`config.mk`:
```
export PLATFORM = sky130hd
export DESIGN_NAME = uart_tx_arbiter
export DESIGN_NICKNAME = d
export VERILOG_FILES = /design/src/rtl/uart_tx_arbiter.sv
export SDC_FILE = /design/constraint.sdc
export NUM_CORES = 1
export LEC_CHECK = 0
export BUFFER_PORTS_ARGS = -buffer_cell sky130_fd_sc_hd__buf_2
export CORE_MARGIN = 2
export CORE_UTILIZATION = 50
export DETAILED_ROUTE_END_ITERATION = 6
export PLACE_DENSITY = 0.81
export RECOVER_POWER = 100
export SLEW_MARGIN = 30
export SYNTH_ARGS = -nofsm -noshare
export SYNTH_HDL_FRONTEND = slang
export SYNTH_SLANG_ARGS = --single-unit
```
`constraint.sdc`:
```
create_clock -name clk -period 2.8 [get_ports clk]
set_input_delay 0.14 -clock clk [delete_from_list [all_inputs] [get_ports clk]]
set_output_delay 0.14 -clock clk [all_outputs]
set_load 0.01 [all_outputs]
```
`src/rtl/uart_tx_arbiter.sv`:
```
// Round-robin arbiter sharing one 32-bit UART TX controller between NUM_REQ word sources.
// Each granted packet is framed as header, payload words, trailer (count + timeout flag).
module uart_tx_arbiter #(
  parameter int NUM_REQ = 4,
  parameter int TIMEOUT = 1024
) (
  input  logic                    clk,
  input  logic                    reset_n,
  input  logic [NUM_REQ-1:0]      req_valid,
  input  logic [32*NUM_REQ-1:0]   req_data,
  input  logic [NUM_REQ-1:0]      req_last,
  output logic [NUM_REQ-1:0]      req_ack,
  output logic [NUM_REQ-1:0]      grant,
  input  logic                    tx_ready,
  output logic [31:0]             tx_data,
  output logic                    tx_strobe,
  output logic                    busy,
  output logic                    timeout_pulse,
  output logic [1:0]              dbg_state
);

  localparam int IW = (NUM_REQ > 2) ? 2 : 1;

  typedef enum logic [1:0] {
    S_IDLE = 2'd0,
    S_HDR  = 2'd1,
    S_DATA = 2'd2,
    S_TRL  = 2'd3
  } state_e;

  state_e              state_q, state_d;
  logic [IW-1:0]       ptr_q, ptr_d;
  logic [NUM_REQ-1:0]  grant_q, grant_d;
  logic [NUM_REQ-1:0]  req_ack_q, req_ack_d;
  logic [15:0]         cnt_q, cnt_d;
  logic [15:0]         tmo_q, tmo_d;
  logic                err_q, err_d;
  logic                holdoff_q, holdoff_d;
  logic [31:0]         tx_data_q, tx_data_d;
  logic                tx_strobe_q, tx_strobe_d;
  logic                timeout_pulse_q, timeout_pulse_d;

  logic [IW-1:0]       arb_idx;
  logic [IW-1:0]       cand;
  logic                arb_found;
  logic                issue;
  logic                cur_valid;
  logic                cur_last;
  logic [31:0]         cur_data;
  logic [1:0]          id;
  logic                tmo_hit;

  // Handshake: a word moves to the controller only when tx_ready=1 and holdoff=0; the
  // controller's ready is registered, so holdoff masks the edge right after each strobe.
  assign issue     = tx_ready & ~holdoff_q;
  assign id        = 2'(ptr_q);
  assign cur_valid = req_valid[ptr_q];
  assign cur_last  = req_last[ptr_q];
  assign cur_data  = req_data[32*int'(ptr_q) +: 32];
  assign tmo_hit   = (tmo_q == 16'(TIMEOUT - 1));

  // Search starts one past the last owner so every source gets its turn.
  always_comb begin
    arb_found = 1'b0;
    arb_idx   = ptr_q;
    cand      = ptr_q;
    for (int k = 1; k <= NUM_REQ; k++) begin
      cand = IW'((int'(ptr_q) + k) % NUM_REQ);
      if (!arb_found && req_valid[cand]) begin
        arb_found = 1'b1;
        arb_idx   = cand;
      end
    end
  end

  always_ff @(posedge clk or negedge reset_n) begin
    if (!reset_n) begin
      state_q         <= S_IDLE;
      ptr_q           <= IW'(NUM_REQ - 1);
      grant_q         <= '0;
      req_ack_q       <= '0;
      cnt_q           <= 16'd0;
      tmo_q           <= 16'd0;
      err_q           <= 1'b0;
      holdoff_q       <= 1'b0;
      tx_data_q       <= 32'd0;
      tx_strobe_q     <= 1'b0;
      timeout_pulse_q <= 1'b0;
    end else begin
      state_q         <= state_d;
      ptr_q           <= ptr_d;
      grant_q         <= grant_d;
      req_ack_q       <= req_ack_d;
      cnt_q           <= cnt_d;
      tmo_q           <= tmo_d;
      err_q           <= err_d;
      holdoff_q       <= holdoff_d;
      tx_data_q       <= tx_data_d;
      tx_strobe_q     <= tx_strobe_d;
      timeout_pulse_q <= timeout_pulse_d;
    end
  end

  always_comb begin
    state_d = state_q;
    case (state_q)
      S_IDLE: if (arb_found) state_d = S_HDR;
      S_HDR:  if (issue) state_d = S_DATA;
      S_DATA: begin
        if (cur_valid) begin
          if (issue && cur_last) state_d = S_TRL;
        end else if (tmo_hit) begin
          state_d = S_TRL;
        end
      end
      S_TRL:  if (issue) state_d = S_IDLE;
      default: state_d = S_IDLE;
    endcase
  end

  always_comb begin
    ptr_d           = ptr_q;
    grant_d         = grant_q;
    cnt_d           = cnt_q;
    tmo_d           = tmo_q;
    err_d           = err_q;
    holdoff_d       = 1'b0;
    tx_data_d       = tx_data_q;
    tx_strobe_d     = 1'b0;
    req_ack_d       = '0;
    timeout_pulse_d = 1'b0;
    case (state_q)
      S_IDLE: begin
        if (arb_found) begin
          ptr_d          = arb_idx;
          grant_d        = '0;
          grant_d[arb_idx] = 1'b1;
          cnt_d          = 16'd0;
          tmo_d          = 16'd0;
        end
      end
      S_HDR: begin
        if (issue) begin
          tx_data_d   = {8'hA5, 6'd0, id, 16'h0000};
          tx_strobe_d = 1'b1;
          holdoff_d   = 1'b1;
        end
      end
      S_DATA: begin
        // A waiting word stalls the timeout; only an absent word counts toward it.
        if (cur_valid) begin
          if (issue) begin
            tx_data_d   = cur_data;
            tx_strobe_d = 1'b1;
            holdoff_d   = 1'b1;
            req_ack_d   = grant_q;
            tmo_d       = 16'd0;
            if (cnt_q != 16'hFFFF) cnt_d = cnt_q + 16'd1;
          end
        end else if (tmo_hit) begin
          tmo_d           = 16'(TIMEOUT);
          err_d           = 1'b1;
          timeout_pulse_d = 1'b1;
        end else begin
          tmo_d = tmo_q + 16'd1;
        end
      end
      S_TRL: begin
        if (issue) begin
          tx_data_d   = {8'h5A, err_q, 5'd0, id, cnt_q};
          tx_strobe_d = 1'b1;
          holdoff_d   = 1'b1;
          grant_d     = '0;
          err_d       = 1'b0;
        end
      end
      default: ;
    endcase
  end

  assign req_ack       = req_ack_q;
  assign grant         = grant_q;
  assign tx_data       = tx_data_q;
  assign tx_strobe     = tx_strobe_q;
  assign timeout_pulse = timeout_pulse_q;
  assign busy          = (state_q != S_IDLE);
  assign dbg_state     = state_q;

endmodule

```
==> impl_results.md, run 1 <==
- Run status: finished with violations
- Failing checks: max-capacitance violations, max-slew violations
- Critical-path cell with the highest stage delay: o2111ai_1
- Final wirelength: between 10 and 15 mm
- Commonest cells post-synth: dfrtp_1 (77), a21oi_1 (51), nor2_1 (43)
- Max-cap violations: 1
- RSZ-0062 raised after global routing: no
- Detailed placer's ending HPWL: 10.3 mm
- Critical path type: reg2reg
- GP Congestion: 0.924
- Seq/Total Area, Yosys: about two fifths
- Share of the synthesized area in the top cell type: between 30 and 40%
- Vias in the first global route: 4,643
- Synth Warn #: 0
- TNS Setup: 0 ps
- Port bufs: 183
- CTS tree: done
- CTS Buffer Depth: 2
- CP max FO: 7
- First-pass GRT wire length: roughly 22 mm
- Area leader, netlist: dfrtp_1
- R2R Setup Slk: 290 ps
- Top cells by area, synth: dfrtp_1 (39%), mux4_2 (16%), a21oi_1 (5.2%)
- Die X: 103 um
- Initial core utilization: 50.9%
- CP Launch Type: flip-flop
- Peak Freq: 398 MHz
- Placed Area: 5950 um2
- Vias: ~4.7k
- Core box area: 9680 um2
- Synth Flop Type: dfrtp_1
- Clock Sinks: between 70 and 80
- Final hold vios: 0
- Syn Nets: around 630
- Leak: 0.00268 uW
- CP Cell Sequence: ha_1 -> nand3_1 -> or3_1 -> o2111ai_1 -> clkbuf_1 -> nor3b_1 -> a21o_1
- WL/cell: 16.8 um
- Area Growth Syn to Fin: 22.8%
- DR pass1 iterations: 5
- Post-synthesis cell count: 483
- Root buffer cell: clkbuf_8
- Die Ht: 103 um
- Power per standard cell area: between 900 and 1000 nW/um2
- Largest net degree at the start of global routing: 80
- Pins over their slew limit: 80
- Vias/cell: 5.91
- Number of remaining DRC errors: 0
- CTS clk-pin slew, worst paths: 80 ps
- # IOs: between 150 and 200
- Most numerous cell in the Yosys netlist: dfrtp_1
- GRT Util Overall: 27.0%
- Mean Syn Cell Area: 10.2 um2
- Worst EP arrival: 2760 ps
- Distinct cells, synth: 64
- Asr flop ratio synth: 100%
- Post-synth EDFFs: 0
- Die ar.: 10,700 um2
- Netlist Area Pre-Place: 4930 um2
- Initial DRC count: 316
- Critical Path RT: ~3000 ps
- Period Utilization, post-route: between 80% and 90%
- CP max stage delay: around 560 ps
- Filler instances: 830
- Row Count: 36
- Total CTS buffers: 9
- H-tree Lvls: 3
- Clk_lat worst skew: 360 ps
- Setup-failing EPs final: 0
- CP endpoint kind: flip-flop
- Final Critical Period: 2510 ps
- Final ANT Viol Nets: 0
- Worst hold path class: in2reg
- Max Clock Skew: between 10 and 15 ps
- Peak supply drop: 0.534 mV
- Share of cells above drive strength 1: 30.4%
- # nets final: 803
- Initial antenna violation count: 0
- Post-route cell area: 6050 um2
- Synthesized flop and latch total: 79
- Rel. slew slack: -27.3%
- Worst Max-Slew Pin Slew: ~1900 ps
- Gr ovfl total: 0
## per-layer routing
layer	track usage, %	vias up	routed length, um
met2	44.9	220	6700
met5	0	-	0
li1	-	2181	-
met3	5.58	43	905
met4	10.8	0	408
met1	35.0	2257	5350
## power breakdown
| part | switching, uW | total, uW | internal [uW] |
|---|---|---|---|
| logic | 1930 | 3190 | 1260 |
| registers | 196 | 1670 | 1470 |
| clock network | 452 | 875 | 423 |
| total | 2580 | 5730 | 3150 |
## cells by family (layout without fill, tap and decap cells)
family / Yosys count / in the layout / synth area share [%]
simple gates: 168 / 168 / 18.1
xor+xnor: 4 / 4 / 0.711
compound gates: 133 / 133 / 17.6
flops: 79 / 79 / 40.2
mux: 41 / 41 / 17.0
fa+ha+maj: 7 / 7 / 1.78
other cells: 0 / 1 / 0
buf+inv: 51 / 230 / 4.57
## layout make-up
class | instances | area (um2) | share of cell area, %
Antenna cell | 1 | 2.50 | 0.0413
Inverter | 20 | 75.1 | 1.24
Clock inverter | 7 | 78.8 | 1.30
Timing Repair Buffer | 194 | 941 | 15.5
Clock buffer | 9 | 124 | 2.05
Multi-Input combinational cell | 353 | 2690 | 44.4
Sequential cell | 79 | 1980 | 32.7
Tap cell | 133 | 166 | 2.75
## registers in the layout, summed over array words and instances (netlist names)
name / count
timeout_pulse: 1
grant: 4
tx_strobe: 1
dbg_state: 2
id: 2
req_ack: 4
tx_data: 32
tmo_q: 16
cnt_q: 16
err_q: 1
## path summary, 6_finish.rpt
kind,from,end,depth (start not counted)
max,tmo_q[0],tmo_q[2],7
min,tx_ready,tx_strobe,3
max reg2reg,tmo_q[0],tmo_q[2],7
min reg2reg,tmo_q[1],tmo_q[1],2
max in group asynchronous,reset_n,dbg_state[0],2
min in group asynchronous,reset_n,tx_data[12],2
## per-stage QoR
step	hold WS (ps)	setup WS (ps)	power, uW	instances	util (%)
detailed placement	363	464	5040	778	61.5
global placement	353	529	4900	778	61.5
global route	165	132	6180	795	62.5
floorplan	-156	613	4100	483	-
finish	186	285	5730	796	62.5
CTS	169	436	5910	795	63.7
## cell usage in the layout, fill, tap and decap left out, drive strengths merged, types with 2 or more instances in the layout
cell,Yosys,layout
nor3,7,7
or4,3,3
clkbuf,15,60
nand2b,8,8
o31ai,2,2
buf,16,142
and2,4,4
nor4,4,4
nor4b,2,2
nand3,27,27
or3,7,7
o41ai,3,3
and4,4,4
mux4,34,34
nor3b,3,3
a21o,4,4
nand2,30,30
o21ai,24,24
o22ai,2,2
a31oi,2,2
dfstp,2,2
o311ai,2,2
nor2,43,43
a21oi,53,53
inv,20,23
mux2i,4,4
ha,7,7
a22oi,19,19
and3,10,10
o211ai,4,4
mux2,3,3
nand3b,2,2
clkinv,0,3
xnor2,4,4
a22o,8,8
nand4,9,9
or4b,2,2
dfrtp,77,77
## worst max-delay path: cells and delay by family (launching register included)
| family | cells | cell delay, ps |
|---|---|---|
| simple gates | 3 | 770 |
| compound gates | 2 | 730 |
| fa+ha+maj | 1 | 200 |
| buf+inv | 1 | 320 |
| flops | 1 | 390 |
## repair_timing
item                                   in CTS  in global routing
endpoints found under the hold margin      77                  0
hold buffers                                1                  0
setup buffers                               0                  0
gates resized for setup                     0                  0
Note: power is estimated with default switching activity, not from simulation.
==> inputs of run 2 (changes only) <==
==> constraint.sdc (replaced) <==
create_clock -name clk -period 2.8 [get_ports clk]
set_input_delay 0.28 -clock clk [delete_from_list [all_inputs] [get_ports clk]]
set_output_delay 0.28 -clock clk [all_outputs]
set_load 0.01 [all_outputs]
==> impl_results.md, run 2 (synthesis results as in run 1) <==
- Area Growth Syn to Fin: 21.2%
- Final wirelength: 13.6 mm (+1.7%)
- Critical Path RT: 3020 ps (-20 ps)
- Tot Pwr: 5570 uW (-2.8%)
- CP Launch Type: flip-flop
- CTS Buffer Depth: 2 (unchanged)
- Peak supply drop: 0.583 mV (+9.1%)
- Peak Freq: 398 MHz (about the same)
- CP max FO: 12 (+5)
- Vias in the first global route: 4,699 (+1.2%)
- RSZ-0062 raised after global routing: no
- Clk pwr share: 12.7% (-2.6 points)
- R2R Setup Slk: 290 ps (about the same)
- Most frequent cells in the layout: buf_2 (137), dfrtp_1 (77), a21oi_1 (52), clkbuf_1 (51), nor2_1 (43)
- Reg-to-reg endpoint: err_q
- Power per standard cell area: 933 nW/um2 (-1.5%)
- Vias: 4,721 (+0.43%)
- Die ar.: 10,700 um2 (unchanged)
- Initial DRC count: 302 (-4.4%)
- # IOs: 184 (unchanged)
- Core box area: 9680 um2 (unchanged)
- Die X: 103 um (unchanged)
- Post-CTS Setup Repair Bufs: 0 (unchanged)
- Setup ws final: 285 ps (-0.240 ps)
- Hold Slack: 310 ps (+124 ps)
- Clk_lat worst skew: 360 ps (about the same)
- Most used cell, CP: nand2b_1
- Vias/cell: 5.95 (+0.81%)
- WL/cell: 17.1 um (+2.1%)
- Final ANT Viol Nets: 0 (unchanged)
- Initial core utilization: 50.9% (unchanged)
- DR pass1 iterations: 5 (unchanged)
- Seq pwr share: 29.8% (+0.7 points)
- Root buffer cell: clkbuf_8
- Number of remaining DRC errors: 0 (unchanged)
- First-pass GRT wire length: 22.6 mm (+1.0%)
- Failing checks: max-capacitance violations, max-slew violations
- CP max stage delay: 650 ps (+90 ps)
- Hold buffer count at cts: 0 (-1)
- Worst hold path class: in2reg
- CP Cell Sequence: mux4_2 -> nand2b_1 -> nor3_1 -> nand2b_1 -> a31oi_1
- Max Clock Skew: 9.73 ps (-1.23 ps)
- Worst hold path depth: 3 (unchanged)
- Worst reg2reg startpoint: id[1]
- CP bufs+invs: 0 (-1)
- Period Utilization, post-route: 89.8% (about the same)
- CTS tree: done
- Gr ovfl total: 0 (unchanged)
- Hold wc startpoint: tx_ready
- Pins over their slew limit: 80 (unchanged)
- Max FFs per register: 32 (unchanged)
- Sw power: 2540 uW (-1.5%)
- Share of cells above drive strength 1: 29.6% (-0.77 points)
- Final Critical Period: 2510 ps (+0.240 ps)
- Net Sw Frac: 45.6% (+0.61 points)
- Clock Sinks: 79 (unchanged)
- Pint: 3030 uW (-3.8%)
- H-tree Lvls: 3 (unchanged)
- Port bufs: 183 (unchanged)
- GP Congestion: 0.933 (+0.97%)
- Setup-failing EPs final: 0 (unchanged)
- GRT Util Overall: 27.4% (+0.39 points)
- Max-cap violations: 1 (unchanged)
- Pre-CTS WS: 456 ps (-7.51 ps)
- Hold endpoint: tx_strobe
- Total CTS buffers: 9 (unchanged)
- Combinational Power Share: 57.4% (+1.7 points)
- Critical-path cell with the highest stage delay: mux4_2
- Row Count: 36 (unchanged)
- Worst Reg-to-Reg Cells: 5 (-2)
- CTS clk-pin slew, worst paths: 80 ps (about the same)
- Critical path type: reg2reg
- Detailed placer's ending HPWL: 10.2 mm (-1.3%)
- Worst path top cell family by delay: simple AND/OR/NAND/NOR gates
- Run status: finished with violations
- Worst Max-Slew Pin Slew: 1950 ps (+37.8 ps)
- Worst EP arrival: 2730 ps (-30 ps)
- CTS resizes: 0 (unchanged)
- TNS Setup: 0 ps (unchanged)
- Most common cell after layout, fill and taps aside: buf_2
- CP endpoint kind: flip-flop
- Rel. slew slack: -29.8% (-2.5 points)
- # nets final: 802 (-0.12%)
- Leak: 0.00264 uW (-1.3%)
- Die Ht: 103 um (unchanged)
- Largest net degree at the start of global routing: 80 (unchanged)
- Final hold vios: 0 (unchanged)
- Initial antenna violation count: 0 (unchanged)
-- run 2: metal layers --
metal | wire [um] | track usage, % | vias up
met5 | 0 | 0 | -
met4 | 427 | 11.8 | 0
met3 | 845 | 5.17 | 41
met2 | 6860 | 45.3 | 201
met1 | 5450 | 35.6 | 2299
li1 | - | - | 2180
-- run 2: power groups by stage --
stage / logic [uW] / registers (uW) / clock network [uW]
finish: 3200 / 1660 / 710
global placement: 3230 / 1670 / 0
CTS: 3370 / 1660 / 713
global route: 3560 / 1700 / 759
floorplan: 2330 / 1780 / 0
detailed placement: 3360 / 1670 / 0
-- run 2: through the flow --
stage               util, %  instances  cell area (um2)
floorplan                 -        483             4930
global placement       61.5        778             5950
detailed placement     61.5        778             5950
CTS                    63.0        792             6100
global route           61.7        792             5970
finish                 61.7        793             5970
-- run 2: cell type report --
type                       count  area [um2]
fill                         828        3710
inverter                      20        75.1
timing repair buffer         193         928
clock buffer                  12         135
multi-input combinational    353        2680
sequential                    79        1980
antenna                        1        2.50
clock inverter                 2        10.0
tap                          133         166
-- run 2: tightest hold or removal path, delay by kind of cell --
| kind | cells | cell delay (ps) |
|---|---|---|
| AND/OR/NAND/NOR | 2 | 230 |
| buffers and inverters | 1 | 120 |
-- run 2: worst max-delay path by stage --
| stage | startpoint | endpoint | slack [ps] | cells past startpoint |
|---|---|---|---|---|
| finish | id[1] | err_q | 290 | 5 |
| global route | dbg_state[0] | cnt_q[7] | 130 | 6 |
| floorplan | id[1] | dbg_state[1] | 610 | 7 |
| global placement | id[1] | tmo_q[15] | 520 | 6 |
| detailed placement | id[1] | tmo_q[15] | 460 | 6 |
| CTS | id[1] | tmo_q[15] | 430 | 6 |
